===== src/rtl/wb_arbiter.sv =====
// wb_arbiter: writeback arbiter and register scoreboard for the register bank write port.
// Merges a single-cycle ALU result stream (always accepted, highest priority) with a
// FIFO-buffered slow-path (load/multiply) stream into one registered write per cycle,
// and tracks which architectural registers still have a result in flight.
//
// Ports:
//   clk, rst_n                   clock, asynchronous active-low reset
//   alu_valid/alu_rd/alu_data    ALU result, no backpressure
//   mem_valid/mem_ready/mem_rd/mem_data  slow-path result, valid/ready handshake
//   iss_valid/iss_rd             decode issued a producer of iss_rd
//   busy                         scoreboard, bit r set while a write to xr is pending
//   regWrite/a3/wd3              registered write port to the register bank
//   x0_err                       one-cycle pulse when a write to x0 is dropped
//   fifo_count                   slow-path FIFO occupancy
module wb_arbiter #(
    parameter int unsigned DEPTH = 4,
    parameter int unsigned XLEN  = 32
) (
    input  logic                     clk,
    input  logic                     rst_n,
    input  logic                     alu_valid,
    input  logic [4:0]               alu_rd,
    input  logic [XLEN-1:0]          alu_data,
    input  logic                     mem_valid,
    output logic                     mem_ready,
    input  logic [4:0]               mem_rd,
    input  logic [XLEN-1:0]          mem_data,
    input  logic                     iss_valid,
    input  logic [4:0]               iss_rd,
    output logic [31:0]              busy,
    output logic                     regWrite,
    output logic [4:0]               a3,
    output logic [XLEN-1:0]          wd3,
    output logic                     x0_err,
    output logic [$clog2(DEPTH):0]   fifo_count
);

    localparam int unsigned AW = $clog2(DEPTH);
    localparam int unsigned CW = AW + 1;

    typedef struct packed {
        logic [4:0]      rd;
        logic [XLEN-1:0] data;
    } wb_ent_t;

    wb_ent_t         fifo_mem [DEPTH];
    logic [AW-1:0]   wr_ptr_q;
    logic [AW-1:0]   rd_ptr_q;
    logic [CW-1:0]   count_q;
    logic [31:0]     busy_q;
    logic [31:0]     busy_nxt;

    logic            push;
    logic            pop;
    logic            sel_valid;
    wb_ent_t         sel_ent;

    // Ready depends only on stored occupancy: a full FIFO refuses even while popping.
    assign mem_ready  = (count_q != CW'(DEPTH));
    assign push       = mem_valid && mem_ready;
    assign fifo_count = count_q;
    assign busy       = busy_q;

    // Source selection: ALU first, then FIFO head.
    always_comb begin
        sel_valid = 1'b0;
        sel_ent   = '0;
        pop       = 1'b0;
        if (alu_valid) begin
            sel_valid = 1'b1;
            sel_ent   = '{rd: alu_rd, data: alu_data};
        end else if (count_q != '0) begin
            sel_valid = 1'b1;
            sel_ent   = fifo_mem[rd_ptr_q];
            pop       = 1'b1;
        end
    end

    // Scoreboard: clear on commit, then set on issue so a newer producer wins.
    always_comb begin
        busy_nxt = busy_q;
        if (sel_valid && (sel_ent.rd != 5'd0)) begin
            busy_nxt[sel_ent.rd] = 1'b0;
        end
        if (iss_valid && (iss_rd != 5'd0)) begin
            busy_nxt[iss_rd] = 1'b1;
        end
        busy_nxt[0] = 1'b0;
    end

    // FIFO storage, no reset needed: validity is tracked by count_q.
    always_ff @(posedge clk) begin
        if (push) begin
            fifo_mem[wr_ptr_q] <= '{rd: mem_rd, data: mem_data};
        end
    end

    // FIFO pointers and occupancy; pointers wrap naturally at DEPTH.
    always_ff @(posedge clk or negedge rst_n) begin
        if (!rst_n) begin
            wr_ptr_q <= '0;
            rd_ptr_q <= '0;
            count_q  <= '0;
        end else begin
            if (push) begin
                wr_ptr_q <= wr_ptr_q + AW'(1);
            end
            if (pop) begin
                rd_ptr_q <= rd_ptr_q + AW'(1);
            end
            case ({push, pop})
                2'b10:   count_q <= count_q + CW'(1);
                2'b01:   count_q <= count_q - CW'(1);
                default: count_q <= count_q;
            endcase
        end
    end

    // Registered write port, x0 drop pulse and scoreboard state.
    always_ff @(posedge clk or negedge rst_n) begin
        if (!rst_n) begin
            regWrite <= 1'b0;
            a3       <= '0;
            wd3      <= '0;
            x0_err   <= 1'b0;
            busy_q   <= '0;
        end else begin
            regWrite <= sel_valid && (sel_ent.rd != 5'd0);
            x0_err   <= sel_valid && (sel_ent.rd == 5'd0);
            if (sel_valid && (sel_ent.rd != 5'd0)) begin
                a3  <= sel_ent.rd;
                wd3 <= sel_ent.data;
            end
            busy_q <= busy_nxt;
        end
    end

endmodule


===== config.mk =====
export PLATFORM = sky130hd
export DESIGN_NAME = wb_arbiter
export DESIGN_NICKNAME = d
export VERILOG_FILES = /design/src/rtl/wb_arbiter.sv
export SDC_FILE = /design/constraint.sdc
export NUM_CORES = 1
export LEC_CHECK = 0
export BUFFER_PORTS_ARGS = -buffer_cell sky130_fd_sc_hd__buf_2
export CAP_MARGIN = 25
export CORE_MARGIN = 2
export CORE_UTILIZATION = 50
export CTS_CLUSTER_SIZE = 16
export DETAILED_ROUTE_END_ITERATION = 8
export PLACE_DENSITY = 0.75
export SKIP_CTS_REPAIR_TIMING = 1
export SYNTH_ARGS = -nofsm -noshare
export SYNTH_HDL_FRONTEND = slang
export SYNTH_SLANG_ARGS = --single-unit

===== constraint.sdc =====
create_clock -name clk -period 2.2 [get_ports clk]
set_input_delay 0.11 -clock clk [delete_from_list [all_inputs] [get_ports clk]]
set_output_delay 0.11 -clock clk [all_outputs]
set_load 0.1 [all_outputs]

==> flow_summary.html <==
<table>
<tr><th>Metric</th><th>Value</th></tr>
<tr><th colspan="2">Floorplanning</th></tr>
<tr><td>Starting utilization of the core area</td><td>0.510</td></tr>
<tr><td>Horizontal die dimension</td><td>between 100 and 150 um</td></tr>
<tr><td>Number of placed I/O pins</td><td>159</td></tr>
<tr><td>Area of the core</td><td>around 18000 um^2</td></tr>
<tr><td>DIE AREA</td><td>19500 um^2</td></tr>
<tr><td>Die Span Y</td><td>approximately 140 um</td></tr>
<tr><td>Number of rows created at floorplan</td><td>49</td></tr>
<tr><th colspan="2">Clock network</th></tr>
<tr><td>Library cell used as clock root buffer</td><td>sky130_fd_sc_hd__clkbuf_16</td></tr>
<tr><td>CTS tree</td><td>built</td></tr>
<tr><td>Source-to-sink clock delay at the later pin of the worst-skew pair</td><td>approximately 520 ps</td></tr>
<tr><td>H-tree level count</td><td>1</td></tr>
<tr><td>Post-CTS clock slew at the launch and capture registers of the worst setup and hold paths</td><td>70 ps</td></tr>
<tr><td>Clock buffer depth</td><td>3</td></tr>
<tr><td>Clock Sink Count</td><td>~230</td></tr>
<tr><td>TritonCTS buffer count</td><td>24</td></tr>
<tr><th colspan="2">Timing</th></tr>
<tr><td>Clock skew after layout</td><td>12.4 ps</td></tr>
<tr><td>Endpoints failing hold</td><td>1</td></tr>
<tr><td>Min Hold Slack</td><td>-9.49 ps</td></tr>
<tr><td>Slack of the critical path</td><td>-104 ps</td></tr>
<tr><td>Unrepaired setup endpoints after global routing</td><td>yes</td></tr>
<tr><td>Worst relative slew slack</td><td>0.571</td></tr>
<tr><td>Final period utilization</td><td>1.05</td></tr>
<tr><td>Count of pins over their slew limit</td><td>0</td></tr>
<tr><td>Slew at the pin with the worst max-slew slack</td><td>approximately 640 ps</td></tr>
<tr><td>Achievable Freq</td><td>~430 MHz</td></tr>
<tr><td>Final worst path period need</td><td>~2300 ps</td></tr>
<tr><td>Final setup viols</td><td>33</td></tr>
<tr><th colspan="2">Setup path</th></tr>
<tr><td>CP Data Arrival Time</td><td>between 2000 and 3000 ps</td></tr>
<tr><td>Reg-to-reg startpoint</td><td>rd_ptr_q[0]</td></tr>
<tr><td>Critical register-to-register path endpoint</td><td>wd3[6]</td></tr>
<tr><td>Maximum fanout count along the critical path</td><td>15</td></tr>
<tr><td>Critical path startpoint</td><td>rd_ptr_q[0]</td></tr>
<tr><td>Reg2reg path depth</td><td>7</td></tr>
<tr><td>Crit end category</td><td>flop</td></tr>
<tr><td>Startpoint class of the critical path</td><td>flop</td></tr>
<tr><td>Endpoint required time on the critical path</td><td>2590 ps</td></tr>
<tr><td>Flop2flop setup slack</td><td>-100 ps</td></tr>
<tr><td>Worst Setup Path Type</td><td>flop to flop</td></tr>
<tr><th colspan="2">Hold path</th></tr>
<tr><td>Hold path startpoint</td><td>alu_data[26]</td></tr>
<tr><td>Worst Hold Path EP</td><td>wd3[26]</td></tr>
<tr><td>Worst Hold Path Cells</td><td>3</td></tr>
<tr><td>Hold/Removal Path Class</td><td>input port to flop</td></tr>
<tr><th colspan="2">Cells and area</th></tr>
<tr><td>Storage cell area</td><td>6380 um^2</td></tr>
<tr><td>Final #Nets</td><td>around 900</td></tr>
<tr><td>Multi-input gate area</td><td>between 2000 and 3000 um^2</td></tr>
<tr><td>Fillers</td><td>between 1000 and 1500</td></tr>
<tr><td>Share of post-route cells with drive strength above 1</td><td>0.397</td></tr>
<tr><td>Synth-to-Final Area Change</td><td>31.6%</td></tr>
<tr><td>Final Cell Area</td><td>12100 um^2</td></tr>
<tr><td>Count of inserted antenna diode cells</td><td>0</td></tr>
<tr><th colspan="2">Global routing</th></tr>
<tr><td>Via count of the first global-routing pass</td><td>slightly below 6000</td></tr>
<tr><td>Total overflow reported by the global router</td><td>0</td></tr>
<tr><td>Antenna violations before repair</td><td>0</td></tr>
<tr><td>Global router's overall resource usage</td><td>0.209</td></tr>
<tr><td>Maximum number of pins on one net before global-route repair</td><td>38</td></tr>
<tr><td>First-pass GRT wire length</td><td>about 32 mm</td></tr>
<tr><th colspan="2">Route</th></tr>
<tr><td>Routed vias</td><td>around 5900</td></tr>
<tr><td>Antenna-violating nets left</td><td>0</td></tr>
<tr><td>Router iterations before antenna repair</td><td>5</td></tr>
<tr><td>Initial DRC Count</td><td>roughly 420</td></tr>
<tr><td>Vias per Instance</td><td>about 5.6</td></tr>
<tr><td>Routed wire length per instance</td><td>about 21 um</td></tr>
<tr><td>DRC</td><td>0</td></tr>
<tr><td>Total detailed-routing wirelength</td><td>21.5 mm</td></tr>
<tr><th colspan="2">Synthesis</th></tr>
<tr><td>Average size of a mapped cell</td><td>17.3 um^2</td></tr>
<tr><td>Post-synth cell types</td><td>between 50 and 60</td></tr>
<tr><td>Synthesized net count</td><td>621</td></tr>
<tr><td>Sequential fraction of the synthesis area</td><td>0.693</td></tr>
<tr><td>Fraction of registers with async set/reset</td><td>0.342</td></tr>
<tr><td>Post-Syn Area</td><td>slightly above 9000 um^2</td></tr>
<tr><td>Synth top area cells</td><td>sky130_fd_sc_hd__edfxtp_1 48%, sky130_fd_sc_hd__dfrtp_1 21%, sky130_fd_sc_hd__mux4_2 8.6%</td></tr>
<tr><td>Ys Warns</td><td>0</td></tr>
<tr><td>Flops &amp; latches, synth</td><td>225</td></tr>
<tr><td>Synth top area share</td><td>0.484</td></tr>
<tr><td>Cell type with the highest aggregate area in the netlist</td><td>sky130_fd_sc_hd__edfxtp_1</td></tr>
<tr><td>Number of instances in the synthesized netlist</td><td>about 530</td></tr>
<tr><td>Number of synthesized flops with an enable pin</td><td>approximately 150</td></tr>
<tr><td>Predominant post-synthesis flop cell</td><td>sky130_fd_sc_hd__edfxtp_1</td></tr>
<tr><th colspan="2">Placement</th></tr>
<tr><td>Port Buf Inserts</td><td>around 160</td></tr>
<tr><td>Global placer's final weighted congestion</td><td>approximately 0.89</td></tr>
<tr><td>HPWL after detailed placement</td><td>13.5 mm</td></tr>
<tr><td>Placed standard-cell area</td><td>10500 um^2</td></tr>
<tr><th colspan="2">Status</th></tr>
<tr><td>Violated checks</td><td>negative hold slack, negative setup slack</td></tr>
<tr><td>Outcome</td><td>finished with violations</td></tr>
<tr><th colspan="2">Run</th></tr>
<tr><td>Number of maximum-capacitance constraint violations</td><td>0</td></tr>
</table>
-- cell usage in the layout (no fill, tap or decap), drive strengths merged, types with 3 or more instances in the layout --
cell / n
edfxtp: 148
nor2: 11
clkinv: 9
o21ai: 55
mux4: 37
clkbuf: 34
inv: 9
a221o: 3
and3: 6
and2: 3
dlygate4sd3: 74
ha: 5
a22o: 32
buf: 189
nand2b: 5
or3: 3
dfrtp: 77
a31oi: 3
o31ai: 7
mux2: 32
o211ai: 3
nand2: 27
xnor2: 4
nand3: 5
-- cell type report --
class / count / share of cell area
Inverter: 10 / 0.00373
Timing Repair Buffer: 263 / 0.154
Clock buffer: 34 / 0.0553
Multi-Input combinational cell: 271 / 0.228
Clock inverter: 10 / 0.00704
Tap cell: 229 / 0.0237
Sequential cell: 225 / 0.528
-- how the worst max path moves through the flow --
stage and to:
2_1_floorplan fifo_count[2], 3_3_place_gp wd3[16], 3_5_place_dp busy[11], 4_1_cts busy[11], 5_1_grt wd3[6], 6_report wd3[6]
-- through the flow --
stage | setup slack, ps | std cells | utilization | hold slack [ps] | setup TNS (ps)
after floorplan | -197 | 531 | - | -186 | -1330
after global placement | -93.8 | 921 | 0.582 | 70.1 | -2310
after detailed placement | -138 | 921 | 0.582 | 86.3 | -3200
after CTS | -188 | 965 | 0.624 | -456 | -3810
after global routing | -179 | 1042 | 0.671 | -6.94 | -4740
final | -104 | 1042 | 0.671 | -9.49 | -2250
-- synthesized netlist by cell type, types with 5 or more instances --
cell type                  count
sky130_fd_sc_hd__edfxtp_1    148
sky130_fd_sc_hd__dfrtp_1      77
sky130_fd_sc_hd__o21ai_0      55
sky130_fd_sc_hd__mux4_2       35
sky130_fd_sc_hd__a22o_1       32
sky130_fd_sc_hd__nand2_1      27
sky130_fd_sc_hd__mux2_4       25
sky130_fd_sc_hd__clkbuf_1     13
sky130_fd_sc_hd__nor2_1       10
sky130_fd_sc_hd__inv_1         8
sky130_fd_sc_hd__mux2_2        7
sky130_fd_sc_hd__o31ai_1       7
sky130_fd_sc_hd__and3_1        6
sky130_fd_sc_hd__ha_1          5
sky130_fd_sc_hd__nand2b_1      5
sky130_fd_sc_hd__nand3_1       5
-- worst max-delay path: stages, from the launching register on --
cell	delay, ps
sky130_fd_sc_hd__dfrtp_2	430
sky130_fd_sc_hd__buf_6	120
sky130_fd_sc_hd__mux4_2	530
sky130_fd_sc_hd__nor3_4	230
sky130_fd_sc_hd__o211ai_4	120
sky130_fd_sc_hd__nor2_8	210
sky130_fd_sc_hd__buf_12	200
sky130_fd_sc_hd__mux2_4	320
-- layer usage --
layer / wire length, um / track usage / up-vias
met5: 0 / 0 / -
met4: 401 / 0.0558 / 0
met3: 1710 / 0.0471 / 30
met2: 10800 / 0.352 / 281
met1: 8550 / 0.280 / 2944
li1: - / - / 2624
-- kinds of logic (layout without fill, tap and decap cells) --
logic type / count (synthesis) / after routing / synth area share
flip-flops: 225 / 225 / 0.693
multiplexers: 70 / 70 / 0.142
buffers and inverters: 35 / 317 / 0.0207
AND/OR/NAND/NOR: 73 / 73 / 0.0422
other: 1 / 1 / 0.000408
AO/OA/AOI/OAI: 115 / 115 / 0.0865
adder cells (fa/ha/maj): 6 / 6 / 0.00899
XOR/XNOR: 6 / 6 / 0.00572
-- flip-flops by register name (all words and copies together), names as in the netlist --
signal      cells
a3              5
busy           31
fifo_count      3
fifo_mem      148
rd_ptr_q        2
regWrite        1
wd3            32
wr_ptr_q        2
x0_err          1
Power is left out: the tool's default activity adds up to more than one toggle a clock period on the data nets, which glitch-free logic cannot reach.
